--- src/rtl/audio_sample_player_pkg.sv ---
// Shared widths, default sample-period divider and FSM state encoding for the audio player.
// The ROM-side blocks use the same width constants so address/data buses always line up.
package audio_sample_player_pkg;

  localparam int AUDIO_ADDR_W  = 14;
  localparam int AUDIO_DATA_W  = 16;
  localparam int AUDIO_CLK_DIV = 1250;

  typedef enum logic [1:0] {
    ST_IDLE  = 2'd0,
    ST_PLAY  = 2'd1,
    ST_DRAIN = 2'd2
  } state_e;

endpackage

--- src/rtl/audio_tick_gen.sv ---
// Sample-period divider: counts 0..CLK_DIV-1 while enabled and flags the last count.
// Held at zero when disabled or cleared, so a new period always starts from a full count.
module audio_tick_gen
  import audio_sample_player_pkg::*;
#(
  parameter int CLK_DIV = AUDIO_CLK_DIV
) (
  input  logic clk,
  input  logic rst,
  input  logic clr_i,
  input  logic en_i,
  output logic tick_o
);

  localparam int CNT_W = (CLK_DIV > 2) ? $clog2(CLK_DIV) : 1;

  logic [CNT_W-1:0] cnt_q;

  assign tick_o = en_i && (cnt_q == CNT_W'(CLK_DIV - 1));

  // NOTE: registered state uses non-blocking assignments only; combinational blocks use blocking.
  always_ff @(posedge clk) begin
    if (rst || clr_i) begin
      cnt_q <= '0;
    end else if (en_i) begin
      cnt_q <= tick_o ? '0 : cnt_q + CNT_W'(1);
    end else begin
      cnt_q <= '0;
    end
  end

endmodule

--- src/rtl/audio_sample_player.sv ---
// Sample-rate sequencer: walks a start..end window of the audio ROM one address per period,
// scales each word by the volume shift and emits one registered signed sample per period.
module audio_sample_player
  import audio_sample_player_pkg::*;
#(
  parameter int ADDR_W  = AUDIO_ADDR_W,
  parameter int DATA_W  = AUDIO_DATA_W,
  parameter int CLK_DIV = AUDIO_CLK_DIV
) (
  input  logic              clk,
  input  logic              rst,
  input  logic              start,
  input  logic              stop,
  input  logic              loop_en,
  input  logic [ADDR_W-1:0] start_addr,
  input  logic [ADDR_W-1:0] end_addr,
  input  logic [1:0]        volume,
  output logic [ADDR_W-1:0] rom_addr,
  input  logic [DATA_W-1:0] rom_data,
  output logic [DATA_W-1:0] sample_out,
  output logic              sample_valid,
  output logic              busy,
  output logic              done
);

  state_e            state_q, state_d;
  logic [ADDR_W-1:0] addr_q, addr_d;
  logic [ADDR_W-1:0] first_q, first_d;
  logic [ADDR_W-1:0] last_q, last_d;
  logic [DATA_W-1:0] sample_q, sample_d;
  logic              valid_q, valid_d;
  logic              done_q, done_d;
  logic              busy_q, busy_d;
  logic              tick;
  logic signed [DATA_W-1:0] rom_s;
  logic signed [DATA_W-1:0] scaled;

  audio_tick_gen #(.CLK_DIV(CLK_DIV)) u_tick_gen (
    .clk    (clk),
    .rst    (rst),
    .clr_i  (start || stop),
    .en_i   (state_q != ST_IDLE),
    .tick_o (tick)
  );

  // Volume 3 passes the word through; each step down adds one sign-preserving halving.
  assign rom_s  = rom_data;
  assign scaled = rom_s >>> (2'd3 - volume);

  // NOTE: every combinational output gets a default first so no path can infer a latch.
  always_comb begin
    state_d  = state_q;
    addr_d   = addr_q;
    first_d  = first_q;
    last_d   = last_q;
    sample_d = sample_q;
    valid_d  = 1'b0;
    done_d   = 1'b0;
    if (stop) begin
      state_d  = ST_IDLE;
      sample_d = '0;
    end else if (start) begin
      first_d = start_addr;
      last_d  = end_addr;
      addr_d  = start_addr;
      state_d = ST_PLAY;
    end else if (tick) begin
      case (state_q)
        ST_PLAY: begin
          sample_d = scaled;
          valid_d  = 1'b1;
          if (addr_q != last_q) begin
            addr_d = addr_q + ADDR_W'(1);
          end else if (loop_en) begin
            addr_d = first_q;
          end else begin
            state_d = ST_DRAIN;
          end
        end
        ST_DRAIN: begin
          sample_d = '0;
          valid_d  = 1'b1;
          done_d   = 1'b1;
          state_d  = ST_IDLE;
        end
        default: state_d = ST_IDLE;
      endcase
    end
    busy_d = (state_d != ST_IDLE);
  end

  always_ff @(posedge clk) begin
    if (rst) begin
      state_q  <= ST_IDLE;
      addr_q   <= '0;
      first_q  <= '0;
      last_q   <= '0;
      sample_q <= '0;
      valid_q  <= 1'b0;
      done_q   <= 1'b0;
      busy_q   <= 1'b0;
    end else begin
      state_q  <= state_d;
      addr_q   <= addr_d;
      first_q  <= first_d;
      last_q   <= last_d;
      sample_q <= sample_d;
      valid_q  <= valid_d;
      done_q   <= done_d;
      busy_q   <= busy_d;
    end
  end

  assign rom_addr     = addr_q;
  assign sample_out   = sample_q;
  assign sample_valid = valid_q;
  assign busy         = busy_q;
  assign done         = done_q;

endmodule

--- config.mk ---
export PLATFORM = sky130hd
export DESIGN_NAME = audio_sample_player
export DESIGN_NICKNAME = d
export VERILOG_FILES = /design/src/rtl/audio_sample_player_pkg.sv /design/src/rtl/audio_tick_gen.sv /design/src/rtl/audio_sample_player.sv
export SDC_FILE = /design/constraint.sdc
export NUM_CORES = 1
export LEC_CHECK = 0
export ABC_AREA = 0
export CORE_UTILIZATION = 47
export CTS_BUF_LIST = sky130_fd_sc_hd__clkbuf_8
export CTS_CLUSTER_SIZE = 14
export DETAILED_ROUTE_END_ITERATION = 16
export GPL_ROUTABILITY_DRIVEN = 0
export PLACE_DENSITY = 0.81
export SLEW_MARGIN = 20
export SYNTH_ARGS = -nofsm -noshare
export SYNTH_HDL_FRONTEND = slang
export SYNTH_HIERARCHICAL = 1
export SYNTH_SLANG_ARGS = --single-unit
--- constraint.sdc ---
create_clock -name clk -period 2.7 [get_ports clk]
set_clock_uncertainty 0.2 [all_clocks]
set_input_delay 0.675 -clock clk [delete_from_list [all_inputs] [get_ports clk]]
set_output_delay 0.675 -clock clk [all_outputs]
set_load 0.005 [all_outputs]
==> results.py <==
metrics = {
    "pwr": {
        "power_frac_comb_pct": 16.2,
        "p_switching_uw": 627,
        "p_seq_share_pct": 43.6,
        "powerDensity_nw_per_um2": 510,
        "p_total_mw": 2.64,
        "ir_drop_mv": 0.244,
        "clkPwrFrac_pct": 40.2,
        "p_sw_share_pct": 23.7,
        "p_leak_nw": 1.82,
        "power.internal_mw": 2.02,
    },
    "die": {
        "pin_count": 84,
        "dieArea_um2": 8440,
        "core_area_um2": 7770,
        "rows": 32,
        "chipWidth_um": 91.9,
        "die_h_um": 91.9,
        "initial_core_util_pct": 48.9,
    },
    "route": {
        "wl_per_cell_um": 15.0,
        "postRouteWirelength_um": 9850,
        "drtAntennaViolNets": 0,
        "drc_errors": 0,
        "dr_total_vias": 3685,
        "drt_iter0_markers": 169,
        "viasPerCell": 5.63,
        "firstDrtPassIters": 4,
    },
    "sta": {
        "final-hold-violation-count": 0,
        "setup_slack_ps": 135,
        "slew_viol_final": 0,
        "fmax_mhz": 390,
        "finalSetupViolCount": 0,
        "fin_crit_ps": 2560,
        "fin_crit_sh_pct": 95.0,
        "tightest_slew_ps": 756,
        "hold_ws_ps": 263,
        "slew_headroom_pct": 49.3,
    },
    "clocking": {
        "cts_buffers": 9,
        "clock_sinks": 74,
        "cts_tree": "yes",
        "path_clk_slew_ps": 80,
        "cts_root_buf": "clkbuf_8",
        "htreeDepth": 3,
        "cts_buffer_depth": 2,
        "clock_latency_ps": 360,
        "cts_hold_buf": 0,
    },
    "logic_synthesis": {
        "synth_cell_types": 46,
        "synth_commonest_cells": "dfxtp_1, nand2_1, nor2_1, a21oi_1, nand3_1",
        "synth_edf_count": 0,
        "yosysWarningCount": 6,
        "synth.area.top_cells": "dfxtp_1, mux4_2, nand2_1",
        "yosys_most_used_dff": "dfxtp_1",
        "ys_async_sr_fraction_pct": 0,
        "syn_avg_cell_area_um2": 8.44,
        "synthesis.nets": 507,
        "ys_ff_latch": 74,
        "ys_seq_area_share_pct": 39.0,
        "netlist_area_um2": 3800,
        "post-synth-top-count-cell": "dfxtp_1",
        "synth_top_cell_by_area": "dfxtp_1",
        "yosysTopAreaCellShare_pct": 39.0,
        "synth_cells": 450,
    },
    "cells_and_area": {
        "area_delta_synth_final_pct": 36.6,
        "fin_nets": 605,
        "drive_gt1_share_pct": 14.8,
        "diodes": 0,
        "final_util_pct": 66.8,
        "stdcell_count": 655,
    },
    "worst_setup_path": {
        "worstSetupPathType": "flip-flop to flip-flop",
        "critPathSlowestCell": "or4b_4",
        "path_max_fanout": 11,
        "critPathLaunchType": "flip-flop",
        "cp.required_ps": 2740,
        "path_cells": "inv_1 > ha_1 > or4b_4 > nor4_4 > buf_4 > nand2_1 > a21oi_2 > o21a_2 > buf_6 > a21boi_0 > a311oi_1",
        "critPathMaxStageDelay_ps": 490,
        "critPathCaptureType": "flip-flop",
        "crit_arrival_ps": 2610,
    },
    "place": {
        "port-buffer-count": 83,
        "pre_cts_ws_ps": -274,
        "hpwl_um": 7150,
        "dp_cells": 637,
    },
    "global_routing": {
        "grt_overflow": 0,
        "grt_pass1_wl_um": 16400,
        "grt_max_degree": 29,
        "first_global_vias": 3577,
        "track_usage_pct": 24.5,
        "antenna_found_initial": 0,
    },
    "min_path": {
        "hp-class": "flip-flop to flip-flop",
    },
    "run": {
        "maxCapViolCount": 0,
    },
    "outcome": {
        "outcome": "finished clean",
    },
}
==> logic make-up after synthesis <==
group                      synth area share, %
xor gates and xnor gates                  5.54
AOI/OAI and AO/OA                         17.6
DFF                                       39.0
and+or+nand+nor                           21.8
adders and majority gates                 1.98
muxes                                     8.27
buffers and inverters                     5.77
==> routing by layer <==
metal  up-vias  share of wire (%)  GRT usage [%]
li1       1793                  -              -
met1      1756                 41           28.4
met2       122                 50           42.4
met3        14                7.6           6.72
met4         0                2.0           10.7
met5         -                  0              0
==> stage by stage <==
step	TNS [ps]	cell area (µm²)
after global routing	-85.9	5190
after detailed placement	-4380	4870
after CTS	0	5140
after floorplan	0	3800
after global placement	-2710	4870
final	0	5190
==> state kept, by name, summed over array words and instances (netlist names) <==
register and flops:
done 1, state_q 2, busy 1, sample_valid 1
rom_addr 14, first_q 14, u_tick_gen/cnt_q 11, last_q 14
sample_out 16
==> final cells by class <==
cell class	instances	area [µm²]
repair buffers	121	1120
fillers	629	2580
inverters	17	63.8
clock buffers	11	151
clock inverters	5	101
multi-input cells	325	2140
well taps	102	128
flip-flops and latches	74	1480
==> cell usage in the layout (no fill, tap or decap), drive strengths merged, types with 2 or more instances in the layout <==
master / netlist / layout
xor2: 5 / 5
a22oi: 14 / 14
a311oi: 13 / 13
a21boi: 8 / 8
xnor2: 19 / 19
or2: 4 / 4
o31ai: 5 / 5
o211ai: 6 / 6
or3: 4 / 4
and3: 2 / 2
mux4: 13 / 13
nor3: 4 / 4
o21a: 2 / 2
nor4: 4 / 4
nand3: 24 / 24
clkdlybuf4s50: 0 / 83
clkbuf: 22 / 11
dfxtp: 74 / 74
inv: 17 / 18
ha: 6 / 6
bufinv: 0 / 3
o21ai: 8 / 8
or4: 4 / 4
nor2b: 4 / 4
buf: 12 / 38
a21oi: 37 / 37
nor3b: 2 / 2
nand2b: 2 / 2
nand2: 71 / 71
nand4: 8 / 8
or4b: 2 / 2
nor2: 43 / 43
==> power by group through the flow <==
stage	Sequential [mW]	Clock, mW	Combinational [mW]
6_report	1.15	1.06	0.427
5_1_grt	1.16	1.14	0.465
3_5_place_dp	1.18	0	0.417
2_1_floorplan	1.18	0	0.216
4_1_cts	1.15	1.08	0.422
3_3_place_gp	1.18	0	0.406
==> critical path, delay by kind of cell (launching register included) <==
family / cells / cell delay (ps)
AND/OR/NAND/NOR: 3 / 790
buffers and inverters: 3 / 350
adder cells (fa/ha/maj): 1 / 140
AO/OA/AOI/OAI: 4 / 650
flip-flops: 1 / 310
==> worst paths after layout <==
| path | start | endpoint | slack, ps | cells after the start |
|---|---|---|---|---|
| max reg2reg | u_tick_gen/cnt_q[1] | rom_addr[6] | 140 | 11 |
| min | first_q[8] | first_q[8] | 260 | 2 |
| max | u_tick_gen/cnt_q[1] | rom_addr[6] | 140 | 11 |
| min reg2reg | first_q[8] | first_q[8] | 260 | 2 |
==> timing repair <==
action / in CTS / in global routing
gates cloned: 0 / 0
setup endpoints to repair: 28 / 29
gates resized for setup: 2 / 15
pin swaps: 0 / 1
hold endpoints to repair: 0 / 0
setup buffers: 2 / 0
Power figures use the tool's default switching activity.
